--- src/rtl/d_e_md_reg.sv ---
// D/E pipeline register for the multiply/divide path. It carries a scoreboard that
// mirrors the HI/LO unit's busy countdown and holds md-class ops in D while that unit is busy.
module d_e_md_reg #(
  parameter int MULT_CYCLES = 5,
  parameter int DIV_CYCLES  = 10
) (
  input  logic        clk,
  input  logic        reset,
  input  logic [31:0] d_pc,
  input  logic [31:0] d_instr,
  input  logic [31:0] d_num1,
  input  logic [31:0] d_num2,
  input  logic [10:0] d_hiloOp,
  input  logic        stall_ext,
  output logic [31:0] e_pc,
  output logic [31:0] e_instr,
  output logic [31:0] e_num1,
  output logic [31:0] e_num2,
  output logic [10:0] e_hiloOp,
  output logic        md_stall,
  output logic        md_busy,
  output logic [1:0]  md_kind
);

  typedef enum logic [1:0] {
    IDLE = 2'd0,
    MUL  = 2'd1,
    DIV  = 2'd2
  } kind_t;

  kind_t      state;
  logic [3:0] cnt;
  logic       md_class;
  logic       e_start;
  logic       stall_all;

  // A D-stage md op waits while a start sits in E or more than one busy cycle remains;
  // with cnt == 1 it may advance, since the unit frees at the edge it enters E.
  assign md_class  = |d_hiloOp[7:0];
  assign e_start   = |e_hiloOp[3:0];
  assign md_stall  = md_class & (e_start | (cnt > 4'd1));
  assign stall_all = md_stall | stall_ext;
  assign md_busy   = (cnt != 4'd0);
  assign md_kind   = state;

  always_ff @(posedge clk) begin
    if (reset || stall_all) begin
      e_pc     <= '0;
      e_instr  <= '0;
      e_num1   <= '0;
      e_num2   <= '0;
      e_hiloOp <= '0;
    end else begin
      e_pc     <= d_pc;
      e_instr  <= d_instr;
      e_num1   <= d_num1;
      e_num2   <= d_num2;
      e_hiloOp <= d_hiloOp;
    end
  end

  // Start ops are only honoured when idle; one arriving mid-countdown is ignored.
  always_ff @(posedge clk) begin
    if (reset) begin
      cnt   <= 4'd0;
      state <= IDLE;
    end else if (cnt != 4'd0) begin
      cnt <= cnt - 4'd1;
      if (cnt == 4'd1) begin
        state <= IDLE;
      end
    end else if (e_hiloOp[0] || e_hiloOp[1]) begin
      cnt   <= 4'(MULT_CYCLES);
      state <= MUL;
    end else if (e_hiloOp[2] || e_hiloOp[3]) begin
      cnt   <= 4'(DIV_CYCLES);
      state <= DIV;
    end
  end

endmodule

--- config.mk ---
export PLATFORM = sky130hd
export DESIGN_NAME = d_e_md_reg
export DESIGN_NICKNAME = d
export VERILOG_FILES = /design/src/rtl/d_e_md_reg.sv
export SDC_FILE = /design/constraint.sdc
export NUM_CORES = 1
export LEC_CHECK = 0
export CAP_MARGIN = 5
export CORE_ASPECT_RATIO = 0.9
export CORE_MARGIN = 1
export CORE_UTILIZATION = 43
export CTS_CLUSTER_DIAMETER = 60
export DETAILED_ROUTE_END_ITERATION = 6
export MAX_ROUTING_LAYER = met4
export PLACE_DENSITY = 0.87
export SKIP_CTS_REPAIR_TIMING = 1
export SYNTH_ARGS = -nofsm -noshare
export SYNTH_HDL_FRONTEND = slang
export SYNTH_SLANG_ARGS = --single-unit
--- constraint.sdc ---
create_clock -name clk -period 3.75 [get_ports clk]
set_input_delay 0.9375 -clock clk [delete_from_list [all_inputs] [get_ports clk]]
set_output_delay 0.9375 -clock clk [all_outputs]
set_load 0.01 [all_outputs]
Yosys cells after proc, flatten, opt, wreduce, memory -nomap -nowiden
Index checks and enable logic that the tools add are counted.
{ "classes": {"bitwise": 3, "n_eq_ne": 2, "n_addsub": 1, "n_mux": 7, "n_reduce_logical": 8, "magnitude_cmp": 1} }
{ "ops": {"columns": ["op", "n"], "rows": [
  ["$mux 4", 3],
  ["$mux 2", 4],
  ["$reduce_or 8->1", 1],
  ["$eq 4x1->1 const B", 1],
  ["$gt 4x1->1 const B", 1],
  ["$reduce_bool 4->1", 1],
  ["$reduce_or 4->1", 1],
  ["$sub 4x1->4 const B", 1],
  ["$logic_or 1x1->1", 3],
  ["$reduce_bool 3->1", 1],
  ["$ne 2x1->1 const B", 1],
  ["$or 1x1->1", 2],
  ["$reduce_and 2->1", 1],
  ["$and 1x1->1", 1]
]} }
{ "totals": {"reg_bits": 145, "elab_cells": 29} }

Longest topological paths before layout
Gate-level depths: netlist (run 1).
{ "logic_depth": {"word_depth": 5, "depth_mapped": 7, "depth_no_buf": 5} }

Worst setup path before layout (run 1)
Ideal clock, no wire load.
{ "synth_path": {"path_type": "input port to output port", "start": "input port d_hiloOp[1]", "end": "output port md_stall", "path_slack_ns": 0.952, "path_buffers": 2, "path_stages": 5, "required_ns": 2.812, "t_arrival_ns": 1.860, "path_cell_list": "nor4_1 -> nand2_1 -> buf_2 -> buf_6 -> and2_1"} }
{ "synth_between": {"elab_chain_len": 2} }
{ "synth_rtl": {"columns": ["element", "line", "rtl"], "rows": [
  ["start, declared", "13", "input logic [10:0] d_hiloOp,"],
  ["$reduce_or 8->1", "39", "assign md_class = |d_hiloOp[7:0];"],
  ["$and 1x1->1", "41", "assign md_stall = md_class & (e_start | (cnt > 4'd1));"],
  ["end, declared", "20", "output logic md_stall,"]
]} }
Every way passes these cells.

Final worst setup path (run 1)
Ends and elaborated chain as after synthesis.

==> summary.md, run 1 <==
| Metric | Value |
|---|---|
| Ant. Diodes | `0` |
| Tcrit/Tclk final | `0.948` |
| Vias | `4,491` |
| Vias in the first global route | `4,505` |
| Design Power | `0.00523 W` |
| Total CTS buffers | `17` |
| Worst setup margin | `0.196 ns` |
| Post-route ant nets | `0` |
| Die height | `110 µm` |
| Final WL | `14,900 µm` |
| Dpl ws | `0.207 ns` |
| Arrival @ worst endpoint | `2.62 ns` |
| Htree depth | `4` |
| Logic pwr share | `0.341` |
| Buf/Inv on CP | `2` |
| Final core occ | `0.725` |
| Largest net degree at the start of global routing | `140` |
| Seq cells post-synth | `145` |
| Most frequent cells in the layout | `284 x clkdlybuf4s50_1, 145 x dfxtp_1, 142 x inv_1` |
| Post-Syn Nets | `651` |
| Int Power | `0.00353 W` |
| CTS sink cnt | `145` |
| Post-route setup TNS | `0 ns` |
| CTS tree | `yes` |
| Synthesized area per cell | `10.9 µm²` |
| Skew-Pair Late Insertion Delay | `0.42 ns` |
| Tot GR Track Use | `0.228` |
| Max Fanout on Critical Path | `2` |
| Switching portion of total power | `0.326` |
| Initial Util | `0.450` |
| Crit path max-delay family | `buffers and inverters` |
| Syn-to-layout area delta | `61.2%` |
| Top Ports | `285` |
| Max-slew violation count | `0` |
| Initial antenna violation count | `0` |
| Crit path cell chain | `clkdlybuf4s50_1, nor4_1, nand2_4, and2_1, clkdlybuf4s50_1` |
| Netlist cell types | `31` |
| Outcome | `finished clean` |
| Clock tree buffer depth | `2` |
| Reg power frac | `0.353` |
| Final Wtd Congestion | `0.825` |
| Hold path start | `md_kind[1]` |
| Root Buffer | `clkbuf_16` |
| Most frequent CP cell | `clkdlybuf4s50_1` |
| NetSw | `0.00171 W` |
| FMAX | `281 MHz` |
| Die extent in x | `122 µm` |
| RSZ-0062 raised after global routing | `false` |
| Fraction of the yosys area taken by sequential cells | `0.524` |
| Setup Skew | `0.00795 ns` |
| Final Critical Period | `3.55 ns` |
| PD cells | `586 nW/µm²` |
| Final nets | `913` |
| CP max stage delay | `0.48 ns` |
| Mapped cell area | `5540 µm²` |
| Fin cells | `939` |
| Hpwl dp | `10,100 µm` |
| Die Area | `13,300 µm²` |
| Data required, critical path | `2.81 ns` |
| Global-route wire length before repair | `22,200 µm` |
| Yosys warnings | `0` |
| Max_cap viols | `0` |
| Mapped Cells | `507` |
| Peak supply drop | `0.476 mV` |
| Dpl cells | `910` |
| Crit path launch | `d_hiloOp[1]` |
| Routed WL per cell | `15.8 µm` |
| Hold Path Class | `reg -> reg` |
| Core Area | `12,300 µm²` |
| Max-slew headroom | `0.391` |
| Clock Power Share | `0.306` |
| Critical Path Source Type | `input port` |
| Pre-Repair DR Iteration Count | `4` |
| Final hold violation count | `0` |
| Critical path endpoint category | `output port` |
| 1st-iter DRT viols | `220` |
| Commonest non-fill, non-tap cell in the layout | `clkdlybuf4s50_1` |
| Via-per-instance ratio | `4.78` |
| Grt ovf | `0` |
| Slowest CP cell | `clkdlybuf4s50_1` |
| DRC errors left | `0` |
| Lkg Pwr | `3.53 nW` |
| Port Buffers | `284` |
| FF-to-FF Start | `cnt[0]` |
| Slew @ Worst Pin | `0.913 ns` |
| Row cnt | `38` |
| Share of layout cells above drive strength 1 | `0.178` |
| Fillers | `810` |
| Final setup fails | `0` |
| Clock transition at the registers of the reported paths | `0.05 ns` |
| CP Class | `in -> out` |
power by group through the flow:
| stage | Combinational [W] | Clock (W) | Sequential [W] |
|---|---|---|---|
| floorplan | 0.00103 | 0 | 0.00197 |
| global placement | 0.00174 | 0 | 0.00187 |
| detailed placement | 0.00178 | 0 | 0.00188 |
| CTS | 0.00180 | 0.00163 | 0.00185 |
| global route | 0.00191 | 0.00170 | 0.00187 |
| finish | 0.00178 | 0.00160 | 0.00185 |
synth_stat cells, drive strengths merged:
cell type / instances / area share
nor4: 2 / 0.0023
a2111oi: 1 / 0.0016
nor2: 5 / 0.0056
or3: 1 / 0.0011
or3b: 1 / 0.0016
nand2b: 2 / 0.0023
and3: 1 / 0.0011
clkbuf: 12 / 0.0081
buf: 35 / 0.048
o311ai: 1 / 0.0016
dfxtp: 145 / 0.52
nand2: 2 / 0.0014
nor3: 1 / 0.00090
o41ai: 1 / 0.0016
nor3b: 1 / 0.0014
ha: 2 / 0.0045
or2: 1 / 0.0011
and2: 1 / 0.0011
a221oi: 1 / 0.0016
nand3b: 1 / 0.0014
mux2i: 1 / 0.0018
a211oi: 141 / 0.28
o32ai: 1 / 0.0016
a21oi: 4 / 0.0036
nand4b: 1 / 0.0043
inv: 142 / 0.096
per-layer routing:
| layer | track usage | wire length, µm | up-vias |
|---|---|---|---|
| li1 | - | - | 2196 |
| met1 | 0.230 | 5710 | 2087 |
| met2 | 0.394 | 7750 | 180 |
| met3 | 0.0804 | 1100 | 28 |
| met4 | 0.110 | 302 | 0 |
| met5 | - | 0 | - |
cell type report:
cell class,instances,area [µm²],share of cell area
clock inverter,5,52.6,0.00588
tap,160,200,0.0224
clock buffer,24,512,0.0573
inverter,142,533,0.0597
sequential,145,2900,0.325
timing repair buffer,290,2930,0.328
multi-input combinational,173,1800,0.202
kinds of logic after synthesis:
group           share of synthesized area
buf+inv                             0.152
compound gates                      0.292
flops                               0.524
simple gates                       0.0255
fa+ha+maj                         0.00452
mux                               0.00181
worst min-delay path: stages, from the launching register on:
cell and delay, ns:
dfxtp_1 0.32, o41ai_1 0.07, a21oi_1 0.06
path summary, 6_finish.rpt:
path	endpoint	slack, ns	cells after the start
worst max register to register	e_num2[6]	1.27	6
worst min register to register	md_kind[1]	0.50	2
worst max-delay path	md_stall	0.20	5
worst min-delay path	md_kind[1]	0.50	2
flip-flops by register name, indices dropped and copies added, names as in the netlist:
name,cells
e_num1,32
e_num2,32
cnt,4
e_hiloOp,11
e_pc,32
md_kind,2
e_instr,32
stage by stage:
stage / hold slack [ns] / instance area, µm²
floorplan: 0.481 / 5540
global placement: 0.472 / 8370
detailed placement: 0.474 / 8370
CTS: 0.502 / 8930
global route: 0.511 / 8930
finish: 0.497 / 8930
No activity file was read; power rests on OpenSTA's default activity.
==> run 2, diff against run 1 <==
SKIP_LAST_GASP = 1   (was default)
==> results of run 2 <==
Final layout, timing and power as in run 1 (identical DEF).
